File: config.mk
export PLATFORM = sky130hd
export DESIGN_NAME = core_writeback_arbiter
export DESIGN_NICKNAME = d
export VERILOG_FILES = /design/src/rtl/core_writeback_arbiter.sv
export SDC_FILE = /design/constraint.sdc
export NUM_CORES = 1
export LEC_CHECK = 0
export CORE_MARGIN = 1.5
export CORE_UTILIZATION = 40
export CTS_BUF_LIST = sky130_fd_sc_hd__clkbuf_8
export DETAILED_ROUTE_END_ITERATION = 10
export PLACE_DENSITY_LB_ADDON = 0.1
export SETUP_SLACK_MARGIN = 0.15
export SYNTH_ARGS = -nofsm -noshare
export SYNTH_HDL_FRONTEND = slang
export SYNTH_SLANG_ARGS = --single-unit
File: constraint.sdc
create_clock -name clk -period 7.6 [get_ports clk]
set_input_delay 0.76 -clock clk [delete_from_list [all_inputs] [get_ports clk]]
set_output_delay 0.76 -clock clk [all_outputs]
set_load 0.02 [all_outputs]
File: src/rtl/core_writeback_arbiter.sv
// core_writeback_arbiter: merges fixed and round-robin stallable results onto registered RF write ports.
// Define WB_RD0_DROP_EN to consume rd=0 writes without occupying a port.
module core_writeback_arbiter #(
  parameter int N_PORTS = 2,
  parameter int N_SRC   = 2,
  parameter int DATA_W  = 32,
  parameter int RD_W    = 4
) (
  input  logic                       clk,
  input  logic                       rst,
  input  logic [N_PORTS-1:0]         fix_valid,
  input  logic [N_PORTS*RD_W-1:0]    fix_rd,
  input  logic [N_PORTS*DATA_W-1:0]  fix_data,
  input  logic [N_SRC-1:0]           src_valid,
  input  logic [N_SRC*RD_W-1:0]      src_rd,
  input  logic [N_SRC*DATA_W-1:0]    src_data,
  output logic [N_SRC-1:0]           src_stall,
  output logic [N_PORTS-1:0]         wr_valid,
  output logic [N_PORTS*RD_W-1:0]    wr_rd,
  output logic [N_PORTS*DATA_W-1:0]  wr_data
);
`ifdef WB_RD0_DROP_EN
  localparam bit DROP = 1'b1;
`else
  localparam bit DROP = 1'b0;
`endif
  localparam int PW = N_SRC > 1 ? $clog2(N_SRC) : 1;
  logic [PW-1:0]             rr_q, rr_d;
  logic [N_PORTS-1:0]        v_d;
  logic [N_PORTS*RD_W-1:0]   rd_d;
  logic [N_PORTS*DATA_W-1:0] data_d;
  always_comb begin
    rr_d      = rr_q;
    src_stall = '0;
    v_d       = '0;
    rd_d      = wr_rd;
    data_d    = wr_data;
    for (int p = 0; p < N_PORTS; p++)
      if (fix_valid[p] && !(DROP && fix_rd[p*RD_W +: RD_W] == '0)) begin
        v_d[p]                   = 1'b1;
        rd_d[p*RD_W +: RD_W]     = fix_rd[p*RD_W +: RD_W];
        data_d[p*DATA_W +: DATA_W] = fix_data[p*DATA_W +: DATA_W];
      end
    // v_d/rd_d double as the record of writes already granted this cycle
    for (int k = 0; k < N_SRC; k++) begin
      int   i;
      logic hit;
      logic done;
      i    = int'(rr_q) + k;
      i    = i >= N_SRC ? i - N_SRC : i;
      hit  = 1'b0;
      done = 1'b0;
      for (int p = 0; p < N_PORTS; p++)
        hit = hit | (v_d[p] && rd_d[p*RD_W +: RD_W] == src_rd[i*RD_W +: RD_W]);
      if (src_valid[i] && !(DROP && src_rd[i*RD_W +: RD_W] == '0)) begin
        for (int p = 0; p < N_PORTS; p++)
          if (!hit && !done && !v_d[p]) begin
            v_d[p]                     = 1'b1;
            rd_d[p*RD_W +: RD_W]       = src_rd[i*RD_W +: RD_W];
            data_d[p*DATA_W +: DATA_W] = src_data[i*DATA_W +: DATA_W];
            done                       = 1'b1;
            rr_d                       = PW'(i + 1 >= N_SRC ? 0 : i + 1);
          end
        src_stall[i] = !done;
      end
    end
  end
  always_ff @(posedge clk)
    if (rst) begin
      wr_valid <= '0;
      wr_rd    <= '0;
      wr_data  <= '0;
      rr_q     <= '0;
    end else begin
      wr_valid <= v_d;
      wr_rd    <= rd_d;
      wr_data  <= data_d;
      rr_q     <= rr_d;
    end
endmodule

**Word level (Yosys, flattened, before mapping)**

Index checks and enable logic that the tools add are counted.
Widths: inputs -> output; s select.

- Register bits after elaboration: 75
- Word-level logic and storage cells: 105

- $add $sub $neg: 5
- Magnitude comparators: 8
- Eq/ne operators: 4
- Shift-type cells: 4
- Multiplexer cells: 55
- Bitwise logic cells: 3
- Reductions and logical operators: 22

Operator list:

| operator | number |
|---|---|
| $mux 32 | 8 |
| $mux 64 | 2 |
| $shiftx 64x32->32 | 2 |
| $add 32x2->32 const B | 2 |
| $ge 32x1->1 const B | 2 |
| $ge 32x3->1 const B | 2 |
| $lt 32x3->1 const B | 2 |
| $shiftx 8x32->4 | 2 |
| $mux 1 | 30 |
| $mux 4 | 6 |
| $eq 4x4->1 | 4 |
| $mux 8 | 2 |
| $logic_and 1x1->1 | 12 |
| $logic_not 1->1 | 10 |
| $mux 2 | 4 |
| $sub 1x2->3 const B | 1 |
| $sub 2x2->3 const B | 1 |
| $add 1x1->2 const B | 1 |
| $and 2x2->2 | 1 |
| $bwmux 2 | 1 |
| $demux 1 s1 | 2 |
| $ge 1x2->1 const B | 1 |
| $ge 2x2->1 const B | 1 |
| $or 1x1->1 | 2 |

**Logic depth before layout (Yosys ltp)**

Gate-level depths: netlist of run 1.

- Depth after elaboration: 30
- Mapped depth: 12
- Depth with buffers taken out: 8

**Worst setup path after synthesis of run 1**

OpenSTA, ideal clock, no wires.

- Path kind: input port to output port
- Start: input port src_rd[4]
- End: output port src_stall[0]
- Data arrival time: 3012 ps
- Data required time: 6840 ps
- Slack: 3828 ps
- Cell stages on the path: 8
- Cell sequence: mux2i_1 > mux2i_1 > and4_1 > o221ai_2 > and3_1 > or4b_4 > nor3_1 > o221a_1

- Cells in the longest elaborated chain, start to end: 28
- Elaborated cells between the ends (all ways): 44
- Classes of those cells: eq/ne (4); shift (2); mux (17); bitwise (3); reduce/logical (18)

RTL lines:

| item | line | RTL |
|---|---|---|
| start: declaration | 15 | `input logic [N_SRC*RD_W-1:0] src_rd,` |
| $shiftx 8x32->4 | 54, 59 |  |
| $eq 4x4->1 | 54 | `hit = hit \| (v_d[p] && rd_d[p*RD_W +: RD_W] == src_rd[i*RD_W +: RD_W]);` |
| $logic_and 1x1->1 | 54 |  |
| $or 1x1->1 | 54 |  |
| $logic_not 1->1 | 57 | `if (!hit && !done && !v_d[p]) begin` |
| $logic_and 1x1->1 | 57 |  |
| $mux 1 | 57 |  |
| $mux 1 | 55 | `if (src_valid[i] && !(DROP && src_rd[i*RD_W +: RD_W] == '0)) begin` |
| [11 not listed] | n/a |  |
| $mux 1 | 55 |  |
| $logic_not 1->1 | 57 |  |
| $logic_and 1x1->1 (2 in series) | 57 |  |
| $mux 1 | 57 |  |
| $mux 1 | 55 |  |
| $logic_not 1->1 | 64 | `src_stall[i] = !done;` |
| $bwmux 2 | 64 |  |
| $mux 2 (*) | 55 |  |
| end: declaration | 17 | `output logic [N_SRC-1:0] src_stall,` |

Mark *: on every way between the ends. The rest lies on a longest branch, timed or not. The select of a mux whose other input is x is not followed.

==> results.yml, run 1 <==
clocking:
  numCtsBuffers: 9
  h-tree-depth: 3
  cts.clk_slew.worst_paths_ns: 0.08
  ctsLongestPathBuffers: 2
  clk_latency_ns: 0.36
  root_buffer: "clkbuf_8"
  cts.sinks: 75
  post-cts-setup-buffers: 0
  cts_hold_buf: 0
  cts_tree: "built"
  cts_resized: 0
final_layout:
  drive_gt1_share_pct: 11.0
  multiInputGateArea_um2: 3930
  ff_latch_area_um2: 1510
  stdcell_count: 1116
  num_antenna_cells: 0
  area_delta_synth_final_pct: 43.3
  nets: 1081
  final_core_util_pct: 58.9
  fillers: 1297
  design_area_um2: 8170
die:
  dieWidth_um: 122
  dieHeight_um: 122
  io_pins: 226
  rows: 43
  core-area_um2: 13900
  initial_utilization_pct: 41.1
  die_area_um2: 15000
routing:
  ant_nets: 0
  wire_per_inst_um: 15.6
  drcViolationCount: 0
  wl_um: 17400
  routed_via_density: 5.28
  drt_pass1_iterations: 4
  vias: 5898
  drtIter0Drc: 305
logic_synthesis:
  synthTopCellsByArea: "dfxtp_1 (26%), mux2i_1 (13%), nor2_1 (12%)"
  syn_area_per_cell_um2: 7.62
  ys_seq_area_share_pct: 26.3
  syn_nets: 898
  yosysWarnings: 0
  syn-instance-count: 748
  synth-seq-cells: 75
  synth_top_area_share_pct: 26.3
  syn_area_um2: 5700
  ys_types: 50
  yosys.area.top_type: "dfxtp_1"
  synth_ff_type: "dfxtp_1"
  synth_edf_count: 0
  async_reset_ff_share_pct: 0
status:
  status: "complete, no violations"
setup_path:
  crit_buf_inv: 2
  slowest_stage: "buf_4"
  critPathLaunchType: "flop"
  crit_chain: "buf_4 > mux2i_1 > a41oi_4 > o221ai_2 > and3_1 > or4b_4 > nor3_1 > o221a_1 > clkdlybuf4s50_1"
  cpPeakStageDelay_ns: 0.75
  arrival_ns: 5.09
  cp_top_family: "buffers and inverters"
  path_class: "flop to primary output"
  worst-endpoint-required_ns: 6.84
  endpoint_kind: "primary output"
  crit_fanout: 54
power_and_ir_drop:
  p_int_mw: 0.923
  clockPowerShare_pct: 21.1
  netSwitchingPower_mw: 0.508
  vdd_drop_max_v: 0.0000991
  pwr-share-comb_pct: 45.2
  power.density_nw_per_um2: 175
  seqPwrFrac_pct: 33.6
  power_leakage_nw: 3.18
  total_power_mw: 1.43
  netSwitchingFraction_pct: 35.5
sta:
  slew_violations: 0
  maxSlewHeadroom_pct: 25.5
  worstMarginPinSlew_ns: 1.12
  period_share_pct: 76.9
  rsz0062_at_grt: "no"
  tns_ns: 0
  max_freq_ghz: 0.171
  report.final.hold_viol_count: 0
  setup_violations: 0
  whs_ns: 0.687
  layout_setup_ws_ns: 1.75
  skew_ns: 0.0103
  layout_min_cycle_time_ns: 5.85
min_path:
  hold_class: "flop to flop"
grt:
  grt_max_degree: 111
  antenna_found_initial: 0
  overflow: 0
  grt_pass1_wl_um: 27200
  grt_pass1_vias: 5712
  track_usage_pct: 22.9
place:
  numPortBuffers: 225
  dp_worst_setup_slack_ns: 1.96
  dp_cells: 1100
  post-dp-hpwl_um: 12300
  gp_congestion: 0.832
  dpl_cell_area_um2: 7980
run:
  maxCapViolCount: 0
==> per-layer routing <==
metal	part of all wire [%]	vias to the layer above	GRT usage, %
met2	48	203	39.5
met5	0	-	0
li1	-	2950	-
met3	7.5	20	5.25
met4	2.0	0	8.50
met1	42	2725	27.7
==> registers in the layout, summed over array words and instances (netlist names), named ones only <==
name      cells
wr_data      64
wr_rd         8
wr_valid      2
==> Yosys cell counts (all sizes together), types with 3 or more instances <==
master,count
nor2,180
mux2,77
mux2i,77
dfxtp,75
nand2,75
o21ai,70
a21oi,68
clkbuf,53
xnor2,9
buf,7
a211oi,6
inv,6
nand3,5
nand2b,3
nand4,3
o311ai,3
xor2,3
==> worst paths after layout <==
kind / to / slack [ns] / cells after the start / startpoint
setup / recovery: src_stall[0] / 1.75 / 9 / flop
hold reg to reg: wr_data[2] / 0.69 / 4 / wr_data[2]
setup reg to reg: wr_data[47] / 2.59 / 9 / flop
hold / removal: wr_data[2] / 0.69 / 4 / wr_data[2]
==> cell families after synthesis <==
kind of cell,count (synthesis),share of synthesized area (%)
xor+xnor,12,1.97
simple gates,276,19.2
flops,75,26.3
compound gates,165,16.6
buf+inv,66,5.00
mux,154,31.0
==> layout make-up <==
type	count	area share, %
multi-input combinational	607	48.1
tap	180	2.76
clock inverter	3	0.153
inverter	6	0.276
timing repair buffer	232	28.1
clock buffer	13	2.19
sequential	75	18.4
==> power by group through the flow <==
| stage | clock (mW) | combinational (mW) | sequential [mW] |
|---|---|---|---|
| 6_report | 0.303 | 0.647 | 0.481 |
| 5_1_grt | 0.331 | 0.701 | 0.488 |
| 4_1_cts | 0.313 | 0.648 | 0.482 |
| 3_5_place_dp | 0 | 0.645 | 0.491 |
| 3_3_place_gp | 0 | 0.635 | 0.490 |
| 2_1_floorplan | 0 | 0.353 | 0.533 |
==> worst min-delay path: stages, from the launching register on <==
cell     delay, ns
dfxtp_1       0.33
o21ai_1       0.07
o21ai_1       0.11
a21oi_1       0.07
nor2_1        0.08
==> cells in the final DEF (no fill, tap or decap), drive strengths merged, types with 6 or more instances in the layout <==
| master | Yosys | final |
|---|---|---|
| clkdlybuf4s50 | 0 | 222 |
| nor2 | 180 | 180 |
| mux2i | 77 | 77 |
| mux2 | 77 | 77 |
| nand2 | 75 | 75 |
| dfxtp | 75 | 75 |
| o21ai | 70 | 70 |
| a21oi | 68 | 68 |
| clkbuf | 53 | 13 |
| buf | 7 | 10 |
| xnor2 | 9 | 9 |
| inv | 6 | 8 |
| a211oi | 6 | 6 |
(Power assumes the default switching activity.)
==> inputs of run 2 (changes only) <==
==> constraint.sdc (replaced) <==
create_clock -name clk -period 5.6 [get_ports clk]
set_input_delay 0.56 -clock clk [delete_from_list [all_inputs] [get_ports clk]]
set_output_delay 0.56 -clock clk [all_outputs]
set_load 0.02 [all_outputs]
==> results.yml, run 2 (synthesis gave the netlist of run 1 again) <==
status:
  status: "complete, no violations"
power_and_ir_drop:
  power_leakage_nw: 3.19
  power.density_nw_per_um2: 240
  clockPowerShare_pct: 21.8
  pwr-share-comb_pct: 45.1
  total_power_mw: 1.97
  seqPwrFrac_pct: 33.0
  netSwitchingPower_mw: 0.695
  netSwitchingFraction_pct: 35.3
  p_int_mw: 1.27
  vdd_drop_max_v: 0.000154
routing:
  vias: 5954
  drcViolationCount: 0
  drt_pass1_iterations: 5
  ant_nets: 0
  drtIter0Drc: 368
  routed_via_density: 5.33
  wl_um: 17800
  wire_per_inst_um: 16.0
place:
  post-dp-hpwl_um: 12700
  dpl_cell_area_um2: 8010
  gp_congestion: 0.831
  numPortBuffers: 225
die:
  io_pins: 226
  die_area_um2: 15000
  dieHeight_um: 122
  initial_utilization_pct: 41.1
  core-area_um2: 13900
  rows: 43
  dieWidth_um: 122
setup_path:
  worst-endpoint-required_ns: 5.04
  arrival_ns: 4.41
  critPathLaunchType: "flop"
  r2r_cells: 9
  endpoint_kind: "primary output"
  r2r-end: "wr_data[45]"
  rrSetupSlack_ns: 1.30
  crit_fanout: 24
  path_class: "flop to primary output"
grt:
  grt_max_degree: 111
  overflow: 0
  grt_pass1_vias: 5621
  antenna_found_initial: 0
  track_usage_pct: 23.3
  grt_pass1_wl_um: 27500
sta:
  skew_ns: 0.00462
  layout_min_cycle_time_ns: 4.97
  slew_violations: 0
  report.final.hold_viol_count: 0
  maxSlewHeadroom_pct: 23.5
  setup_violations: 0
  period_share_pct: 88.8
  rsz0062_at_grt: "no"
  worstMarginPinSlew_ns: 1.15
  tns_ns: 0
  max_freq_ghz: 0.201
  whs_ns: 0.693
min_path:
  hold_start: "wr_data[2]"
  min_path_cells: 4
  hold_class: "flop to flop"
  hold_end: "wr_data[2]"
final_layout:
  design_area_um2: 8200
  final_core_util_pct: 59.1
  largest_register_ff_count: 64
  reg_top3: "wr_data: 64 flops, wr_rd: 8 flops, wr_valid: 2 flops"
  area_delta_synth_final_pct: 43.8
  num_antenna_cells: 0
  layout_common_cells: "clkdlybuf4s50_1 (222), nor2_1 (180), mux2i_1 (75), nand2_1 (75), dfxtp_1 (74)"
  layout_commonest_cell: "clkdlybuf4s50_1"
  regMostFlops: "wr_data"
  nets: 1083
  drive_gt1_share_pct: 11.1
clocking:
  cts_resized: 0
  numCtsBuffers: 9
  ctsLongestPathBuffers: 2
  h-tree-depth: 3
  cts_tree: "built"
  cts_hold_buf: 0
  cts.sinks: 75
  post-cts-setup-buffers: 0
  clk_latency_ns: 0.36
  cts.clk_slew.worst_paths_ns: 0.07
  root_buffer: "clkbuf_8"
run:
  maxCapViolCount: 0
run 2: cell types whose count changed in the layout (fill, tap and decap cells not counted):
cell and change:
buf_12 +1, buf_4 +1, bufinv_16 +1, clkbuf_8 -2
run 2: routing by layer:
metal	part of all wire [%]	track usage, %
met5	0	0
met3	6.8	5.25
met1	43	28.9
met2	49	39.9
met4	1.6	7.56
run 2: final cells by class:
type	instances	area [um^2]
well taps	180	225
clock buffers	11	151
repair buffers	234	2320
flip-flops and latches	75	1510
clock inverters	4	42.5
multi-input cells	607	3930
fillers	1279	5680
inverters	6	22.5
run 2: metrics by stage:
stage | std cells | setup WS, ns
after floorplan | 748 | 2.23
after global placement | 1102 | 0.803
after detailed placement | 1102 | 0.725
after CTS | 1117 | 0.648
after global routing | 1117 | 0.396
final | 1117 | 0.630
run 2: worst max path at each step:
stage / startpoint / end / slack [ns] / cells after the start
after floorplan: src_rd[4] / src_stall[0] / 2.23 / 8
after global placement: src_rd[4] / src_stall[0] / 0.80 / 11
after detailed placement: src_rd[4] / src_stall[0] / 0.72 / 11
after CTS: flop / src_stall[0] / 0.65 / 10
after global routing: flop / src_stall[0] / 0.40 / 10
final: flop / src_stall[0] / 0.63 / 10
run 2: critical path, stage by stage, from the launching register on:
cell	delay, ns
dfxtp_4	0.61
mux2i_1	0.47
mux2i_1	0.39
a41oi_4	0.17
buf_4	0.24
nor3b_1	0.33
nor3_1	0.11
or4b_4	0.53
nor3_1	0.32
o221a_1	0.25
clkdlybuf4s50_1	0.62
run 2: power groups by stage:
stage	Sequential, mW	Combinational (mW)	Clock, mW
3_3_place_gp	0.661	0.874	0
3_5_place_dp	0.663	0.886	0
4_1_cts	0.652	0.890	0.444
2_1_floorplan	0.724	0.479	0
6_report	0.650	0.889	0.430
5_1_grt	0.658	0.962	0.465
